## src/rtl/uart_pkg.sv

```systemverilog
// Shared UART definitions used by uart_tx and uart_rx.
//   uart_state_e : frame FSM state encoding (IDLE, START, DATA, STOP)
//   UART_BIT_CLK : default number of clk cycles per serial bit
package uart_pkg;

    typedef enum logic [1:0] {
        IDLE  = 2'd0,
        START = 2'd1,
        DATA  = 2'd2,
        STOP  = 2'd3
    } uart_state_e;

    localparam int UART_BIT_CLK = 87;

endpackage

```

## src/rtl/sync_2ff.sv

```systemverilog
// Two-flop synchroniser for a single asynchronous bit.
// Ports:
//   clk   : destination clock
//   reset : synchronous active-high clear (both flops to 0)
//   d     : asynchronous input
//   q     : synchronised output, lags d by two clk cycles
module sync_2ff (
    input  logic clk,
    input  logic reset,
    input  logic d,
    output logic q
);

    logic meta_r;
    logic sync_r;

    // Two-stage capture chain; the first stage may go metastable.
    always_ff @(posedge clk) begin
        if (reset) begin
            meta_r <= 1'b0;
            sync_r <= 1'b0;
        end else begin
            meta_r <= d;
            sync_r <= meta_r;
        end
    end

    assign q = sync_r;

endmodule

```

## src/rtl/uart_tx.sv

```systemverilog
// UART transmitter: 8 data bits, LSB first, no parity, 1 or 2 stop bits,
// with cts flow control that gates only the start of a frame.
// Parameters:
//   BIT_CLK   : clk cycles per serial bit (2..255)
//   STOP_BITS : stop bits per frame (1 or 2)
// Ports:
//   clk      : system clock, rising edge
//   reset    : synchronous active-high reset
//   txdata   : byte to send, sampled only on the accept cycle
//   tx_valid : txdata is valid this cycle
//   tx_ready : a byte can be accepted this cycle
//   cts      : asynchronous clear-to-send, 1 = send allowed
//   txd      : registered serial line, idle high
//   busy     : a frame is in progress
module uart_tx
    import uart_pkg::*;
#(
    parameter int BIT_CLK   = UART_BIT_CLK,
    parameter int STOP_BITS = 1
) (
    input  logic       clk,
    input  logic       reset,
    input  logic [7:0] txdata,
    input  logic       tx_valid,
    output logic       tx_ready,
    input  logic       cts,
    output logic       txd,
    output logic       busy
);

    localparam int                CNT_W     = (BIT_CLK > 1) ? $clog2(BIT_CLK) : 1;
    localparam logic [CNT_W-1:0]  CNT_LAST  = CNT_W'(BIT_CLK - 1);
    localparam logic [CNT_W-1:0]  CNT_ZERO  = {CNT_W{1'b0}};
    localparam logic [CNT_W-1:0]  CNT_ONE   = CNT_W'(1);
    localparam logic [2:0]        STOP_LAST = 3'(STOP_BITS - 1);

    uart_state_e      state_r, state_s;
    logic [CNT_W-1:0] cnt_r, cnt_s;
    logic [2:0]       bit_idx_r, bit_idx_s;
    logic [7:0]       shreg_r, shreg_s;
    logic             txd_r, txd_s;
    logic             busy_r, busy_s;
    logic             cts_s;
    logic             bit_end_s;
    logic             accept_s;

    sync_2ff u_cts_sync (
        .clk   (clk),
        .reset (reset),
        .d     (cts),
        .q     (cts_s)
    );

    assign tx_ready  = (state_r == IDLE) && cts_s;
    assign accept_s  = tx_valid && tx_ready;
    assign bit_end_s = (cnt_r == CNT_LAST);

    // Next-state, bit-period counter, bit index and shift register.
    // In STOP the bit index counts stop bits instead of data bits.
    always_comb begin
        state_s   = state_r;
        cnt_s     = bit_end_s ? CNT_ZERO : (cnt_r + CNT_ONE);
        bit_idx_s = bit_idx_r;
        shreg_s   = shreg_r;
        case (state_r)
            IDLE: begin
                cnt_s = CNT_ZERO;
                if (accept_s) begin
                    state_s   = START;
                    shreg_s   = txdata;
                    bit_idx_s = 3'd0;
                end else begin
                    state_s = IDLE;
                end
            end
            START: begin
                if (bit_end_s) begin
                    state_s = DATA;
                end else begin
                    state_s = START;
                end
            end
            DATA: begin
                if (bit_end_s) begin
                    if (bit_idx_r == 3'd7) begin
                        state_s   = STOP;
                        bit_idx_s = 3'd0;
                    end else begin
                        bit_idx_s = bit_idx_r + 3'd1;
                        shreg_s   = {1'b0, shreg_r[7:1]};
                    end
                end else begin
                    state_s = DATA;
                end
            end
            STOP: begin
                if (bit_end_s) begin
                    if (bit_idx_r == STOP_LAST) begin
                        state_s   = IDLE;
                        bit_idx_s = 3'd0;
                    end else begin
                        bit_idx_s = bit_idx_r + 3'd1;
                    end
                end else begin
                    state_s = STOP;
                end
            end
            default: begin
                state_s   = IDLE;
                cnt_s     = CNT_ZERO;
                bit_idx_s = 3'd0;
            end
        endcase
    end

    // Line level and busy derived from the next state so the registered
    // outputs line up with the state register cycle for cycle.
    always_comb begin
        txd_s = 1'b1;
        case (state_s)
            START:   txd_s = 1'b0;
            DATA:    txd_s = shreg_s[0];
            IDLE:    txd_s = 1'b1;
            STOP:    txd_s = 1'b1;
            default: txd_s = 1'b1;
        endcase
        busy_s = (state_s != IDLE);
    end

    // State and datapath registers with synchronous reset.
    always_ff @(posedge clk) begin
        if (reset) begin
            state_r   <= IDLE;
            cnt_r     <= CNT_ZERO;
            bit_idx_r <= 3'd0;
            shreg_r   <= 8'h00;
            txd_r     <= 1'b1;
            busy_r    <= 1'b0;
        end else begin
            state_r   <= state_s;
            cnt_r     <= cnt_s;
            bit_idx_r <= bit_idx_s;
            shreg_r   <= shreg_s;
            txd_r     <= txd_s;
            busy_r    <= busy_s;
        end
    end

    assign txd  = txd_r;
    assign busy = busy_r;

endmodule

```

## config.mk

```make
export PLATFORM = sky130hd
export DESIGN_NAME = uart_tx
export DESIGN_NICKNAME = d
export VERILOG_FILES = /design/src/rtl/uart_pkg.sv /design/src/rtl/sync_2ff.sv /design/src/rtl/uart_tx.sv
export SDC_FILE = /design/constraint.sdc
export NUM_CORES = 1
export LEC_CHECK = 0
export CAP_MARGIN = 0
export CORE_MARGIN = 3
export CORE_UTILIZATION = 57
export DETAILED_ROUTE_END_ITERATION = 10
export MAX_ROUTING_LAYER = met4
export PLACE_DENSITY = 0.82
export SLEW_MARGIN = 20
export SYNTH_ARGS = -nofsm -noshare
export SYNTH_HDL_FRONTEND = slang
export SYNTH_SLANG_ARGS = --single-unit
```

## constraint.sdc

```tcl
create_clock -name clk -period 6.48 [get_ports clk]
set_clock_uncertainty 0.15 [all_clocks]
set_input_delay 1.296 -clock clk [delete_from_list [all_inputs] [get_ports clk]]
set_output_delay 1.296 -clock clk [all_outputs]
set_load 0.02 [all_outputs]
```

==> results.md <==
- Status: finished, final reports clean
- Setup CP Type: reg2out
- Lkg Pwr: approximately 0.00054 µW
- Seq/Total Area, Yosys: between 40% and 50%
- Multi-input gate area: 628 µm²
- DR WL/cell: ~14 µm
- Post-CTS Setup Bufs: 0
- Maximum fanout along the worst path: 15
- CP Capture Point: tx_ready
- Gpl congestion: between 0.7 and 0.8
- Stages on worst setup path: 2
- Int Power: 198 µW
- Top post-synthesis cells by count: 24 x dfxtp_1, 24 x nor2_1, 8 x ha_1, 8 x inv_1, 7 x nand2_1
- MaxCap Viol Count: 0
- Largest net degree at the start of global routing: 16
- RSZ-0062 raised after global routing: false
- Critical path arrival: between 1.5 and 2 ns
- Buf/Inv on CP: 1
- Flip-flop and latch area: about 480 µm²
- R2R Path Start: cnt_r[0]$_SDFF_PP0_
- Remaining DRCs: 0
- Setup_tns: 0 ns
- Sw Pwr: approximately 55 µW
- Hold Path Class: reg2reg
- FF-to-FF End: txd$_SDFF_PP1_
- Post-route cell area: approximately 1300 µm²
- Final worst slack: 3.33 ns
- I/O Buffers: 14
- Routed vias: between 900 and 1000
- Share of cells above drive strength 1: about a tenth
- H-tree depth: 1
- Clock power share: slightly above 30%
- Post-DP HPWL: between 1.5 and 2 mm
- First-pass GRT wire length: 4.10 mm
- Final Hold Vio Count: 0
- Ys async rst share: 0%
- Main synth FF type: dfxtp_1
- Pwr Density: ~190 nW/µm²
- Post-route ant nets: 0
- Kind of end point of the critical path: primary output
- Comb power frac: 8.7%
- Slew HR: between 60% and 70%
- Clock insertion delay at the later pin of the skew report: about 0.31 ns
- # clock sinks: 24
- Sw Share: a little over a fifth
- Clk pin slew, worst setup/hold paths: between 0.1 and 0.15 ns
- N_diodes: 0
- Inst Count DP: roughly 160
- Fin crit period: around 3.2 ns
- Initial antenna violation count: 0
- Die Width: 51.3 µm
- Slowest CP cell: clkdlybuf4s50_1
- Worst path max stage delay: about 0.63 ns
- Worst Path Required: between 5 and 6 ns
- Cell count after synthesis: 128
- Die H: just over 50 µm
- Total CTS buffers: 3
- Core area: roughly 1800 µm²
- Hold buffers post-CTS: 0
- Part of the cycle the worst path needs: roughly 49%
- Average cell area after synthesis: 9.14 µm²
- Synth Net Count: between 100 and 150
- Reg2Reg Depth: 9
- Rows: 15
- Reg-to-reg setup timing slack: approximately 3.7 ns
- Root Driver: clkbuf_4
- Synthesis-to-layout area growth: 15.1%
- Yosys warning count: 0
- Layout net count: roughly 160
- Starting Density: between 60% and 70%
- Largest cells by area after synthesis: dfxtp_1 41%, ha_1 8.6%, nor2_1 7.7%
- Synthesized area: ~1200 µm²
- Number of synthesized flops with an enable pin: 0
- Peak supply drop: about 0.24 mV
- Die ar.: about 2600 µm²
- Flops & latches, synth: 24
- Number of I/O pins: 15
- Distinct cells, synth: 38
- Post-DR vias/cell: 5.80
- Longest Clk Path Bufs: 2
- Post-CTS sizing: 0
- Worst Max-Slew Pin Slew: between 0.5 and 0.6 ns
- TritonCTS clock tree: done
- CP Launch Type: flip-flop
- Worst-path cell chain: nor3b_1 -> clkdlybuf4s50_1
- Routed WL: ~2.4 mm
- Vias in the first global route: roughly 930
- Cell family with most CP delay: buffers and inverters
- Global Route Usage Sum: 20.9%
- Pre-antenna DRT Iters: 5
- Placed Area: 1310 µm²
- Yosys top cell by area: dfxtp_1
- Post-place setup slack: between 3 and 4 ns
- Fin cells: roughly 170
- Synth top area share: between 40 and 50%
- Congestion Overflow GR: 0
- Flop pwr share: 60.6%
- DR iter-0 viols: 26
- Max Slew Vio Count: 0
- Fillers: 161
- Crit. Startpoint: state_r[1]$_SDFF_PP0_
- Fmax: 317 MHz
- # setup viols final: 0
worst reg2reg max path, delay by kind of cell (launching register included):
family,cells,cell delay (ns)
fa+ha+maj,2,0.48
flops,1,0.36
compound gates,3,0.88
buf+inv,1,0.07
simple gates,3,0.72
per-layer routing:
layer  global-route usage [%]  routed length, µm  up-vias
li1                         -                  -      478
met4                     7.86                 21        0
met1                     25.6               1140      447
met2                     32.2               1080       34
met3                     6.41                132        4
met5                        -                  0        -
state kept, by name, indices dropped and copies added, names as in the netlist:
register / cells
shreg_r: 8
state_r: 2
u_cts_sync.q: 1
cnt_r: 7
busy: 1
u_cts_sync.meta_r: 1
bit_idx_r: 3
txd: 1
cell families after synthesis:
| logic type | Yosys count | share of synthesized area, % |
|---|---|---|
| simple gates | 54 | 24.8 |
| compound gates | 24 | 16.6 |
| flops | 24 | 41.1 |
| buf+inv | 13 | 5.24 |
| fa+ha+maj | 8 | 8.56 |
| xor+xnor | 5 | 3.74 |
worst min path at each step:
stage	to	slack, ns	start	depth (start not counted)
floorplan	u_cts_sync.q$_SDFF_PP0_	0.26	u_cts_sync.meta_r$_SDFF_PP0_	1
CTS	u_cts_sync.q$_SDFF_PP0_	0.32	u_cts_sync.meta_r$_SDFF_PP0_	1
global placement	u_cts_sync.q$_SDFF_PP0_	0.28	u_cts_sync.meta_r$_SDFF_PP0_	1
finish	u_cts_sync.q$_SDFF_PP0_	0.31	u_cts_sync.meta_r$_SDFF_PP0_	1
global route	u_cts_sync.q$_SDFF_PP0_	0.33	u_cts_sync.meta_r$_SDFF_PP0_	1
detailed placement	u_cts_sync.q$_SDFF_PP0_	0.29	u_cts_sync.meta_r$_SDFF_PP0_	1
power by group through the flow:
stage / clock [µW] / sequential (µW) / combinational, µW
6_report: 77.7 / 153 / 22.0
5_1_grt: 85.5 / 153 / 24.3
4_1_cts: 79.5 / 153 / 22.0
3_5_place_dp: 0 / 156 / 21.8
3_3_place_gp: 0 / 156 / 21.0
2_1_floorplan: 0 / 156 / 10.3
metrics by stage:
stage	hold slack (ns)	total power (µW)	util, %
2_1_floorplan	0.264	167	-
3_3_place_gp	0.281	177	71.2
3_5_place_dp	0.291	178	71.2
4_1_cts	0.319	254	73.2
5_1_grt	0.326	263	73.2
6_report	0.313	253	73.2
placed cells by master, fill, tap and decap left out, drive strengths merged, types with 3 or more instances in the layout:
cell           netlist  routed
nand3                5       5
nor2                24      24
xnor2                3       3
clkdlybuf4s50        0      14
o221a                5       5
inv                  8       8
a21oi                5       5
nand2                7       7
dfxtp               24      24
clkbuf               2       4
ha                   8       8
nand4                3       3
nor2b                5       5
final cells by class:
| cell class | instances | area share [%] |
|---|---|---|
| inverters | 8 | 2.23 |
| flip-flops and latches | 24 | 35.7 |
| repair buffers | 14 | 10.4 |
| multi-input cells | 91 | 46.7 |
| clock buffers | 4 | 2.70 |
| well taps | 25 | 2.32 |
Power figures use the tool's default switching activity.
